--- src/rtl/load_fwd_hazard_unit.sv ---
`default_nettype none
// ============================================================================
//  Module      : load_fwd_hazard_unit
//  Description : Load forwarding and hazard control for a 5-stage pipeline.
//                Keeps a shadow copy of the destination registers in flight
//                in EX, MEM and WB.
//                Drives four 1-bit selects that pick memory-read data over
//                decode data for the ID and EX operands.
//                Raises a stall for load-use and branch-on-load hazards.
//                Counts stalled cycles in a saturating counter.
//  Revision    : 1.0 - initial release
// ----------------------------------------------------------------------------
//  Ports
//    clk          in   clock, all state updates on rising edge
//    rst          in   synchronous reset, active-high
//    id_valid     in   ID holds a real instruction
//    id_rs/id_rt  in   ID source registers
//    id_use_rs/rt in   ID instruction reads rs / rt
//    id_branch    in   ID instruction resolves a branch in ID
//    id_we        in   ID instruction writes a register
//    id_wr        in   ID destination register
//    id_load      in   ID instruction is a load
//    fwd_id_rs/rt out  ID rs/rt take memory-read data
//    fwd_ex_rs/rt out  EX rs/rt take memory-read data
//    stall        out  hold PC/IF/ID, inject bubble into EX
//    stall_count  out  saturating count of stalled cycles
// ============================================================================
module load_fwd_hazard_unit #(
  parameter int REG_AW = 5,
  parameter int CNT_W  = 16
) (
  input  logic              clk,
  input  logic              rst,
  input  logic              id_valid,
  input  logic [REG_AW-1:0] id_rs,
  input  logic [REG_AW-1:0] id_rt,
  input  logic              id_use_rs,
  input  logic              id_use_rt,
  input  logic              id_branch,
  input  logic              id_we,
  input  logic [REG_AW-1:0] id_wr,
  input  logic              id_load,
  output logic              fwd_id_rs,
  output logic              fwd_id_rt,
  output logic              fwd_ex_rs,
  output logic              fwd_ex_rt,
  output logic              stall,
  output logic [CNT_W-1:0]  stall_count
);

  // EX shadow slot
  logic [REG_AW-1:0] r_ex_rs;
  logic [REG_AW-1:0] r_ex_rt;
  logic              r_ex_use_rs;
  logic              r_ex_use_rt;
  logic              r_ex_we;
  logic [REG_AW-1:0] r_ex_wr;
  logic              r_ex_load;

  // MEM and WB shadow slots
  logic              r_mem_we;
  logic [REG_AW-1:0] r_mem_wr;
  logic              r_mem_load;
  logic              r_wb_we;
  logic [REG_AW-1:0] r_wb_wr;
  logic              r_wb_load;

  logic [CNT_W-1:0]  r_stall_count;

  // Qualified ID fields. A write to register 0 is dropped here, so no
  // downstream slot can ever match on r0.
  logic w_id_we;
  logic w_id_use_rs;
  logic w_id_use_rt;
  logic w_id_load;

  logic w_dep_ex;
  logic w_dep_mem;
  logic w_load_use;
  logic w_branch_on_load;
  logic w_stall;
  logic w_wb_load_wr;

  assign w_id_we     = id_valid & id_we & (id_wr != '0);
  assign w_id_use_rs = id_valid & id_use_rs;
  assign w_id_use_rt = id_valid & id_use_rt;
  assign w_id_load   = id_valid & id_load;

  // Producer in EX / MEM is a load whose result the ID instruction reads.
  assign w_dep_ex  = r_ex_we & r_ex_load &
                     ((id_use_rs & (r_ex_wr == id_rs)) |
                      (id_use_rt & (r_ex_wr == id_rt)));
  assign w_dep_mem = r_mem_we & r_mem_load &
                     ((id_use_rs & (r_mem_wr == id_rs)) |
                      (id_use_rt & (r_mem_wr == id_rt)));

  // A load in EX blocks any consumer; a load in MEM only blocks a branch,
  // since a branch needs its operands one stage earlier.
  assign w_load_use       = id_valid & w_dep_ex;
  assign w_branch_on_load = id_valid & id_branch & w_dep_mem;
  assign w_stall          = w_load_use | w_branch_on_load;

  // Only loads in WB feed the memory-read path; ALU results in WB are
  // forwarded elsewhere.
  assign w_wb_load_wr = r_wb_we & r_wb_load;

  assign fwd_ex_rs = r_ex_use_rs & w_wb_load_wr & (r_wb_wr == r_ex_rs);
  assign fwd_ex_rt = r_ex_use_rt & w_wb_load_wr & (r_wb_wr == r_ex_rt);
  assign fwd_id_rs = id_valid & id_use_rs & w_wb_load_wr & (r_wb_wr == id_rs);
  assign fwd_id_rt = id_valid & id_use_rt & w_wb_load_wr & (r_wb_wr == id_rt);

  assign stall       = w_stall;
  assign stall_count = r_stall_count;

  // Shadow pipeline: MEM and WB advance every cycle; EX takes a bubble
  // while stalled.
  always_ff @(posedge clk) begin
    if (rst) begin
      r_ex_rs     <= '0;
      r_ex_rt     <= '0;
      r_ex_use_rs <= 1'b0;
      r_ex_use_rt <= 1'b0;
      r_ex_we     <= 1'b0;
      r_ex_wr     <= '0;
      r_ex_load   <= 1'b0;
      r_mem_we    <= 1'b0;
      r_mem_wr    <= '0;
      r_mem_load  <= 1'b0;
      r_wb_we     <= 1'b0;
      r_wb_wr     <= '0;
      r_wb_load   <= 1'b0;
    end else begin
      r_wb_we    <= r_mem_we;
      r_wb_wr    <= r_mem_wr;
      r_wb_load  <= r_mem_load;
      r_mem_we   <= r_ex_we;
      r_mem_wr   <= r_ex_wr;
      r_mem_load <= r_ex_load;
      if (w_stall) begin
        r_ex_rs     <= '0;
        r_ex_rt     <= '0;
        r_ex_use_rs <= 1'b0;
        r_ex_use_rt <= 1'b0;
        r_ex_we     <= 1'b0;
        r_ex_wr     <= '0;
        r_ex_load   <= 1'b0;
      end else begin
        r_ex_rs     <= id_rs;
        r_ex_rt     <= id_rt;
        r_ex_use_rs <= w_id_use_rs;
        r_ex_use_rt <= w_id_use_rt;
        r_ex_we     <= w_id_we;
        r_ex_wr     <= id_wr;
        r_ex_load   <= w_id_load;
      end
    end
  end

  // Saturating stall-cycle counter
  always_ff @(posedge clk) begin
    if (rst) begin
      r_stall_count <= '0;
    end else if (w_stall && (r_stall_count != '1)) begin
      r_stall_count <= r_stall_count + 1'b1;
    end
  end

endmodule
`default_nettype wire

--- config.mk ---
export PLATFORM = sky130hd
export DESIGN_NAME = load_fwd_hazard_unit
export DESIGN_NICKNAME = d
export VERILOG_FILES = /design/src/rtl/load_fwd_hazard_unit.sv
export SDC_FILE = /design/constraint.sdc
export NUM_CORES = 1
export LEC_CHECK = 0
export CAP_MARGIN = 0
export CORE_UTILIZATION = 47
export CTS_CLUSTER_DIAMETER = 40
export CTS_CLUSTER_SIZE = 25
export DETAILED_ROUTE_END_ITERATION = 7
export HOLD_SLACK_MARGIN = 0.02
export MAX_ROUTING_LAYER = met4
export PLACE_DENSITY = 0.76
export SLEW_MARGIN = 20
export SYNTH_ARGS = -nofsm -noshare
export SYNTH_HDL_FRONTEND = slang
export SYNTH_SLANG_ARGS = --single-unit
--- constraint.sdc ---
create_clock -name clk -period 1.6 [get_ports clk]
set_clock_uncertainty 0.15 [all_clocks]
set_input_delay 0.32 -clock clk [delete_from_list [all_inputs] [get_ports clk]]
set_output_delay 0.32 -clock clk [all_outputs]
set_load 0.02 [all_outputs]
After elaboration in Yosys (flattened, before gate mapping)
Index checks and enable logic that the tools add are counted.
{"block": "totals", "reg_bits": 49, "latch_bits": 0, "mem_bits_rw": 0, "rom_bits": 0, "inputBits": 23, "out_inout_bits": 21, "word_cells": 55, "memories": 0}
{"block": "op_classes", "add_sub_neg": 1, "n_mul": 0, "div": 0, "n_lt_le_gt_ge": 0, "n_eq_ne": 9, "n_shift": 0, "n_mux": 0, "bitwise_logic": 28, "n_reduce_logical": 3}
{"cell": "== test 5 bit", "count": 8}
{"cell": "bitwise AND 1 bit", "count": 25}
{"cell": "adder 16 x 1 -> 16 bit, second input constant", "count": 1}
{"cell": "!= test 16 bit, second input constant", "count": 1}
{"cell": "nonzero test 5 bit", "count": 1}
{"cell": "OR 1 bit", "count": 3}
{"cell": "OR reduction 2 bit", "count": 1}
{"cell": "logical AND 1 bit", "count": 1}

Logic depth before layout (Yosys ltp)
Gate-level depths: netlist of the first run.
{"block": "depth", "depth_word": 7, "depth_mapped": 8, "ltp_nobuf": 7}

Worst setup path after synthesis of the first run
Ideal clock, no wire load.
{"block": "synth_timing", "path_kind": "flip-flop to flip-flop", "start": "register r_stall_count[2] (netlist: stall_count[2])", "end": "register r_stall_count[11] (netlist: stall_count[11])", "setup_time_ns": 0.121, "arrival_ns": 1.677, "setup_slack_ns": -0.348, "path_stages_with_launch": 8, "path_buffers": 2, "path_cell_list": "dfxtp_1 and4_4 and3_1 buf_6 and3_1 buf_6 nor3_2 mux2_4"}
{"block": "synth_via", "elab_chain_cells": 2, "word_cells_on_any_way": 3, "cone_classes": "1 x add/sub; 1 x eq/ne; 1 x reduce/logical"}
{"item": "start, declared", "line_no": "68", "rtl": "logic [CNT_W-1:0] r_stall_count;"}
{"item": "start signal, assigned", "line_no": "164", "rtl": "r_stall_count <= r_stall_count + 1'b1;"}
{"item": "branches (longest 2 deep; another with adder 16 x 1 -> 16 bit)"}
Several ways; the timed one is not identified.
A chain may end at the register's enable or synchronous reset.

Final worst setup path of the first run
{"block": "layout_timing", "start": "register r_ex_wr[4]", "end": "output stall"}
{"block": "layout_via", "elab_chain_cells": 6, "word_cells_on_any_way": 8, "cone_classes": "2 x eq/ne; 6 x bitwise"}
{"item": "start, declared", "line_no": "57", "rtl": "logic [REG_AW-1:0] r_ex_wr;"}
{"item": "start signal, assigned", "line_no": "153", "rtl": "r_ex_wr <= id_wr;"}
{"item": "== test 5 bit, on equally long branches", "line_no": "91, 92"}
{"item": "bitwise AND 1 bit, on equally long branches", "line_no": "91, 92"}
{"item": "OR 1 bit (*)", "line_no": "91", "rtl": "((id_use_rs & (r_ex_wr == id_rs)) |"}
{"item": "bitwise AND 1 bit (*)", "line_no": "90", "rtl": "assign w_dep_ex = r_ex_we & r_ex_load &"}
{"item": "bitwise AND 1 bit (*)", "line_no": "99", "rtl": "assign w_load_use = id_valid & w_dep_ex;"}
{"item": "OR 1 bit (*)", "line_no": "101", "rtl": "assign w_stall = w_load_use | w_branch_on_load;"}
{"item": "end, declared", "line_no": "47", "rtl": "output logic stall,"}
Every way passes the cells marked *; elsewhere a longest branch is shown, timed or not.

==> results of run 1 <==
-- worst min-delay path by stage --
| stage | start | to | slack (ns) | cells after the start |
|---|---|---|---|---|
| finish | id_valid | r_ex_we$_SDFF_PP0_ | 0.28 | 3 |
| global route | id_valid | r_ex_we$_SDFF_PP0_ | 0.28 | 3 |
| CTS | id_rt[2] | r_ex_rt[2]$_SDFF_PP0_ | 0.27 | 3 |
| detailed placement | r_ex_load$_SDFF_PP0_ | r_mem_load$_SDFF_PP0_ | 0.31 | 1 |
| global placement | r_ex_load$_SDFF_PP0_ | r_mem_load$_SDFF_PP0_ | 0.31 | 1 |
| floorplan | r_mem_load$_SDFF_PP0_ | r_wb_load$_SDFF_PP0_ | 0.29 | 1 |
-- cells in the mapped netlist --
cell / number / area share
and4_1: 2 / 0.0073
and4_4: 2 / 0.0094
or3_1: 8 / 0.021
o2111a_1: 1 / 0.0047
o22ai_2: 1 / 0.0052
a41oi_1: 1 / 0.0037
o22ai_4: 1 / 0.0084
buf_2: 1 / 0.0021
inv_2: 1 / 0.0016
o22ai_1: 2 / 0.0052
nand4b_1: 2 / 0.0073
nand4_1: 15 / 0.039
nor2_4: 1 / 0.0047
xnor2_1: 32 / 0.12
nor2_1: 6 / 0.0094
and3_1: 10 / 0.026
and2_1: 16 / 0.042
buf_6: 2 / 0.0094
mux2_4: 4 / 0.025
nor4b_1: 1 / 0.0037
a31oi_1: 1 / 0.0026
nor2_2: 2 / 0.0052
ha_1: 1 / 0.0052
nor3_1: 4 / 0.0084
dfxtp_1: 49 / 0.41
xor2_1: 8 / 0.029
nor3_2: 4 / 0.017
a21oi_1: 9 / 0.019
o211ai_1: 1 / 0.0031
nor4_1: 2 / 0.0052
nand2_1: 3 / 0.0047
o21ai_0: 9 / 0.019
or4_1: 1 / 0.0031
and3_4: 1 / 0.0047
o21ai_2: 1 / 0.0037
nand3_2: 4 / 0.017
nor2b_1: 19 / 0.050
mux2_1: 1 / 0.0047
clkbuf_1: 5 / 0.0079
nand3_1: 13 / 0.027
-- layout make-up --
class,count,share of cell area
well taps,67,0.0216
clock buffers,7,0.0223
clock inverters,1,0.00774
multi-input cells,191,0.439
flip-flops and latches,49,0.270
repair buffers,115,0.238
inverters,1,0.000968
-- per-stage QoR --
| stage | area, sq um | utilization | cells |
|---|---|---|---|
| 6_report | 3880 | 0.805 | 431 |
| 3_5_place_dp | 3470 | 0.721 | 409 |
| 4_1_cts | 3780 | 0.785 | 428 |
| 2_1_floorplan | 2550 | - | 247 |
| 5_1_grt | 3880 | 0.805 | 431 |
| 3_3_place_gp | 3470 | 0.721 | 409 |
-- state kept, by name, indices dropped and copies added (netlist names), 5 cells and up --
register	cells
r_ex_wr	5
stall_count	16
r_wb_wr	5
r_mem_wr	5
r_ex_rs	5
r_ex_rt	5
-- kinds of logic (layout without fill, tap and decap cells) --
kind of cell | Yosys count | count (layout) | share of synthesized area
buf+inv | 9 | 124 | 0.0210
simple gates | 116 | 117 | 0.312
fa+ha+maj | 1 | 1 | 0.00524
compound gates | 27 | 28 | 0.0744
mux | 5 | 5 | 0.0299
flops | 49 | 49 | 0.411
xor+xnor | 40 | 40 | 0.147
-- critical path: stages (launching register included) --
cell and delay [ns]:
dfxtp_4 0.37, xnor2_2 0.19, nand4_1 0.19, o22ai_4 0.25, nor2_2 0.08, inv_2 0.08
buf_6 0.11
-- power by group --
group	leakage, nW	switching [mW]	total, mW	internal [mW]
combinational	1.09	0.160	0.376	0.215
sequential	0.418	0.0409	1.28	1.24
clock	0.0585	0.409	0.919	0.510
total	1.57	0.611	2.58	1.97
-- layer usage --
layer	wire length [um]	vias up
li1	-	1114
met1	3180	1141
met2	3720	96
met3	384	32
met4	272	0
met5	0	-
-- timing repair --
item | 4_1_cts | 5_1_grt
buffers inserted | 9 | 3
gates resized for setup | 128 | 28
hold buffers | 0 | 0
gates cloned | 2 | 0
pin swaps | 38 | 14
endpoints found under the setup margin | 56 | 50
==> flow_summary.toml, run 1 <==
[run_status]
status = "finished, violations left"
violations = "negative setup slack"

[critical_path]
reg2reg_depth = 7
worstSetupEndpointType = "primary output"
r2r_start = "r_ex_wr[4]$_SDFF_PP0_"
cp-start-kind = "flip-flop"
critPathKind = "reg -> out"
worstPathRequired_ns = 1.13
r2r_setup_slack_ns = -0.43
arrival_ns = 1.58
cp-startpoint = "r_ex_wr[4]$_SDFF_PP0_"
crit_fanout = 3
endpoint = "stall"
reg2reg_to = "stall_count[10]$_SDFFE_PP0P_"

[power]
p_total_mw = 2.58
p_leak_nw = 1.57
powerDensity_nw_per_um2 = 665
irDropWorstVdd_uv = 603

[layout]
nFillCells = 298
multi_input_area_sq_um = 1700
final_layout_size_suffix_gt1_frac = 0.533
fin_nets = 387
final_cell_mix = "buf_4 (70), xnor2_2 (27), dfxtp_2 (20)"
antennaDiodeCount = 0
syn_to_final_growth_pct = 62.4
final_common_cell = "buf_4"
seq_area_sq_um = 1050

[timing]
finalHoldViolCount = 0
fmax_mhz = 488
setup_ws_ns = -0.448
rsz0062_at_grt = "true"
post-route-period-util = 1.28
relSlewSlack = 0.795
finalMaxSlewViolations = 0
setup_tns_ns = -12.44
timing.hold.ws_ns = 0.278
worst_pin_slew_ns = 0.306
setup_viol = 40
period_needed_ns = 2.05

[global_routing]
grt_pass1_wl_um = 10800
use_met3 = 0.0617
busiest_layer = "met2"
antenna_found_initial = 0
grtUsageTotal = 0.279
use_met2 = 0.463
grt_use_met1 = 0.334
grt_overflow_total = 0
grt_max_degree = 18
grt_pass1_vias = 2254

[floorplanning]
core_sq_um = 4820
rows = 25
die_h_um = 73.3
dieArea_sq_um = 5370
start_util = 0.496
io_pins = 44
die_x_um = 73.3

[placement]
port_buffers = 43
place_congestion = 0.917
pre_cts_slack_ns = -1.05
dpl.hpwl_um = 4640

[detailed_routing]
firstDrtPassIters = 4
wirelength_um = 7550
wl_per_cell_um = 17.5
drc = 0
drt-initial-drc-count = 113
vias = 2383
via_per_inst = 5.53
drtAntennaViolNets = 0

[clocking]
cts-root-buf = "clkbuf_8"
clock_sinks = 49
cts_made_buffers = 5
clk_latency_ns = 0.31
path_clk_slew_ns = 0.08
htree_levels = 2
cts_tree = "yes"
cts_buffer_depth = 2

[run]
drv_cap = 0

[logic_synthesis]
yosysUniqueCellTypes = 40
syn-num-nets = 271
syn_area_sq_um = 2390
synth-seq-cells = 49
syn_inst = 247
synth_warnings = 0
seq_area_frac_synth = 0.411
synth.avg_cell_area_sq_um = 9.67

[min_path]
min_path_type = "in -> reg"
Note: power is estimated with default switching activity, not from simulation.
==> inputs of run 2 (changes only) <==
--- a/config.mk
+++ b/config.mk
@@ -5,14 +5,17 @@
 export SDC_FILE = /design/constraint.sdc
 export NUM_CORES = 1
 export LEC_CHECK = 0
+export ABC_CLOCK_PERIOD_IN_PS = 1600
 export CAP_MARGIN = 0
-export CORE_UTILIZATION = 47
+export CORE_UTILIZATION = 49
+export CTS_BUF_LIST = sky130_fd_sc_hd__clkbuf_2 sky130_fd_sc_hd__clkbuf_4 sky130_fd_sc_hd__clkbuf_8
 export CTS_CLUSTER_DIAMETER = 40
 export CTS_CLUSTER_SIZE = 25
 export DETAILED_ROUTE_END_ITERATION = 7
 export HOLD_SLACK_MARGIN = 0.02
 export MAX_ROUTING_LAYER = met4
-export PLACE_DENSITY = 0.76
+export PLACE_DENSITY = 0.79
+export RECOVER_POWER = 50
 export SLEW_MARGIN = 20
 export SYNTH_ARGS = -nofsm -noshare
 export SYNTH_HDL_FRONTEND = slang
==> run 2 against run 1 <==
Effect of this change:
- the flow still finishes with violations (negative setup slack)
- final area up 1.9%
- via count increased by 4.4%
- clock power fell by 17%
- hold slack worse by 0.064 ns
- combinational power up 11%
- non-clock buffer count shrank 16
- core utilization rose by 3.7 points
- first-iteration DRC count up 64%
- die area is 4.0% lower
- sequential share of layout area shrank 0.31 points
- largest cell class unchanged
==> flow_summary.toml, run 2 (synthesis gave the netlist of run 1 again) <==
[placement]
pre_cts_slack_ns = -1.11
port_buffers = 43
dpl.cell_count = 384
dpl.hpwl_um = 4610
place_congestion = 1.05

[timing]
setup_ws_ns = -0.504
post-route-period-util = 1.31
finalHoldViolCount = 0
worst_pin_slew_ns = 0.466
relSlewSlack = 0.689
period_needed_ns = 2.10
setup_viol = 44
fmax_mhz = 475
rsz0062_at_grt = "true"
finalMaxSlewViolations = 0

[run]
drv_cap = 0

[detailed_routing]
wirelength_um = 8870
firstDrtPassIters = 5
vias = 2487
drt-initial-drc-count = 185
drc = 0
drtAntennaViolNets = 0
wl_per_cell_um = 22.1
via_per_inst = 6.19

[global_routing]
grt_overflow_total = 0
grt_pass1_vias = 2313
grt_max_degree = 19
grtUsageTotal = 0.298
grt_pass1_wl_um = 11400
antenna_found_initial = 0

[layout]
final_layout_size_suffix_gt1_frac = 0.529
syn_to_final_growth_pct = 65.4
instances_no_fill = 402
fin_nets = 371
final_common_cell = "buf_4"
antennaDiodeCount = 0
largest_register_ffs = 16
final_cell_mix = "buf_4 (47), nor2b_1 (19), xnor2_2 (18), dfxtp_1 (18), dfxtp_2 (17)"
multi_input_area_sq_um = 1890
nFillCells = 244
seq_area_sq_um = 1050

[run_status]
status = "finished, violations left"
violations = "negative setup slack"

[clocking]
cts_hold_buf = 0
cts_tree = "yes"
clk_latency_ns = 0.31
path_clk_slew_ns = 0.10
clock_sinks = 49
cts_buffer_depth = 2
cts-root-buf = "clkbuf_8"
cts_made_buffers = 5
htree_levels = 2

[floorplanning]
die_x_um = 71.8
rows = 25
core_sq_um = 4690
die_h_um = 71.8
io_pins = 44
dieArea_sq_um = 5160
start_util = 0.509

[power]
p_sw_mw = 0.685
swShare = 0.277
powerDensity_nw_per_um2 = 625
cellInternalPower_mw = 1.78
clock_power_share = 0.307
pwr-share-seq = 0.523
irDropWorstVdd_uv = 621
pwr-share-comb = 0.170
p_leak_nw = 1.51

[min_path]
min_path_type = "in -> reg"

[critical_path]
critPathKind = "reg -> reg"
crit_fanout = 5
cp_cell_sequence = "xnor2_4 > buf_6 > nand4_1 > o22ai_4 > nor2_4 > or3_1 > a21oi_1"
cp_slowest_cell = "dfxtp_4"
arrival_ns = 2.18
worstPathRequired_ns = 1.68
path_delay_family = "simple AND/OR/NAND/NOR gates"
cp-start-kind = "flip-flop"
slowest_delay_ns = 0.39
worstSetupEndpointType = "flip-flop"
crit_buf_inv = 1
run 2: changes by cell type in the layout (fill, tap and decap cells not counted), moves of 4 or more:
| cell | delta |
|---|---|
| buf_2 | -5 |
| buf_4 | -23 |
| a21oi_1 | -4 |
| xnor2_4 | +9 |
| xnor2_2 | -9 |
| a21oi_2 | +4 |
| buf_6 | +4 |
run 2: layer usage:
metal / GRT usage / part of all wire / vias to the layer above
met5: - / 0 / -
met1: 0.383 / 0.40 / 1226
met3: 0.0422 / 0.068 / 45
met4: 0.124 / 0.046 / 0
li1: - / - / 1085
met2: 0.472 / 0.49 / 131
run 2: path summary, 6_finish.rpt:
kind | from | to | slack, ns | cells after the start
hold / removal | id_rt[4] | r_ex_rt[4]$_SDFF_PP0_ | 0.21 | 2
hold reg to reg | r_mem_load$_SDFF_PP0_ | r_wb_load$_SDFF_PP0_ | 0.36 | 1
setup reg to reg | r_mem_wr[0]$_SDFF_PP0_ | stall_count[3]$_SDFFE_PP0P_ | -0.50 | 7
setup / recovery | r_mem_wr[0]$_SDFF_PP0_ | stall_count[3]$_SDFFE_PP0P_ | -0.50 | 7
run 2: cell type report:
cell class | instances | area share
flip-flops and latches | 49 | 0.267
well taps | 54 | 0.0171
multi-input cells | 191 | 0.478
clock buffers | 5 | 0.0174
repair buffers | 99 | 0.213
clock inverters | 3 | 0.00633
inverters | 1 | 0.000950
run 2: power groups by stage:
stage / combinational, mW / sequential, mW / clock [mW]
after floorplan: 0.153 / 1.30 / 0
after global placement: 0.303 / 1.30 / 0
after detailed placement: 0.311 / 1.31 / 0
after CTS: 0.341 / 1.28 / 0.760
after global routing: 0.437 / 1.29 / 0.810
final: 0.419 / 1.29 / 0.759
run 2: through the flow:
step                      power [mW]  utilization  cell area (sq um)  hold slack (ns)  setup TNS [ns]
final                           2.47        0.842               3950            0.214          -14.60
after global routing            2.54        0.842               3950            0.210          -16.39
after CTS                       2.38        0.786               3690            0.196           -9.30
after detailed placement        1.62        0.720               3380            0.308          -33.54
after global placement          1.61        0.720               3380            0.303          -31.38
after floorplan                 1.45            -               2550            0.289           -2.71
run 2: worst register-to-register path, stage by stage (launching register included):
cell     delay (ns)
dfxtp_4        0.39
xnor2_4        0.19
buf_6          0.13
nand4_1        0.19
o22ai_4        0.31
nor2_4         0.13
or3_1          0.36
a21oi_1        0.18
run 2: repair_timing:
| action | CTS | global route |
|---|---|---|
| endpoints found under the hold margin | 0 | 0 |
| gates cloned | 0 | 2 |
| setup endpoints to repair | 56 | 47 |
| gates resized for setup | 126 | 55 |
| pin swaps | 31 | 31 |
| setup buffers | 6 | 4 |
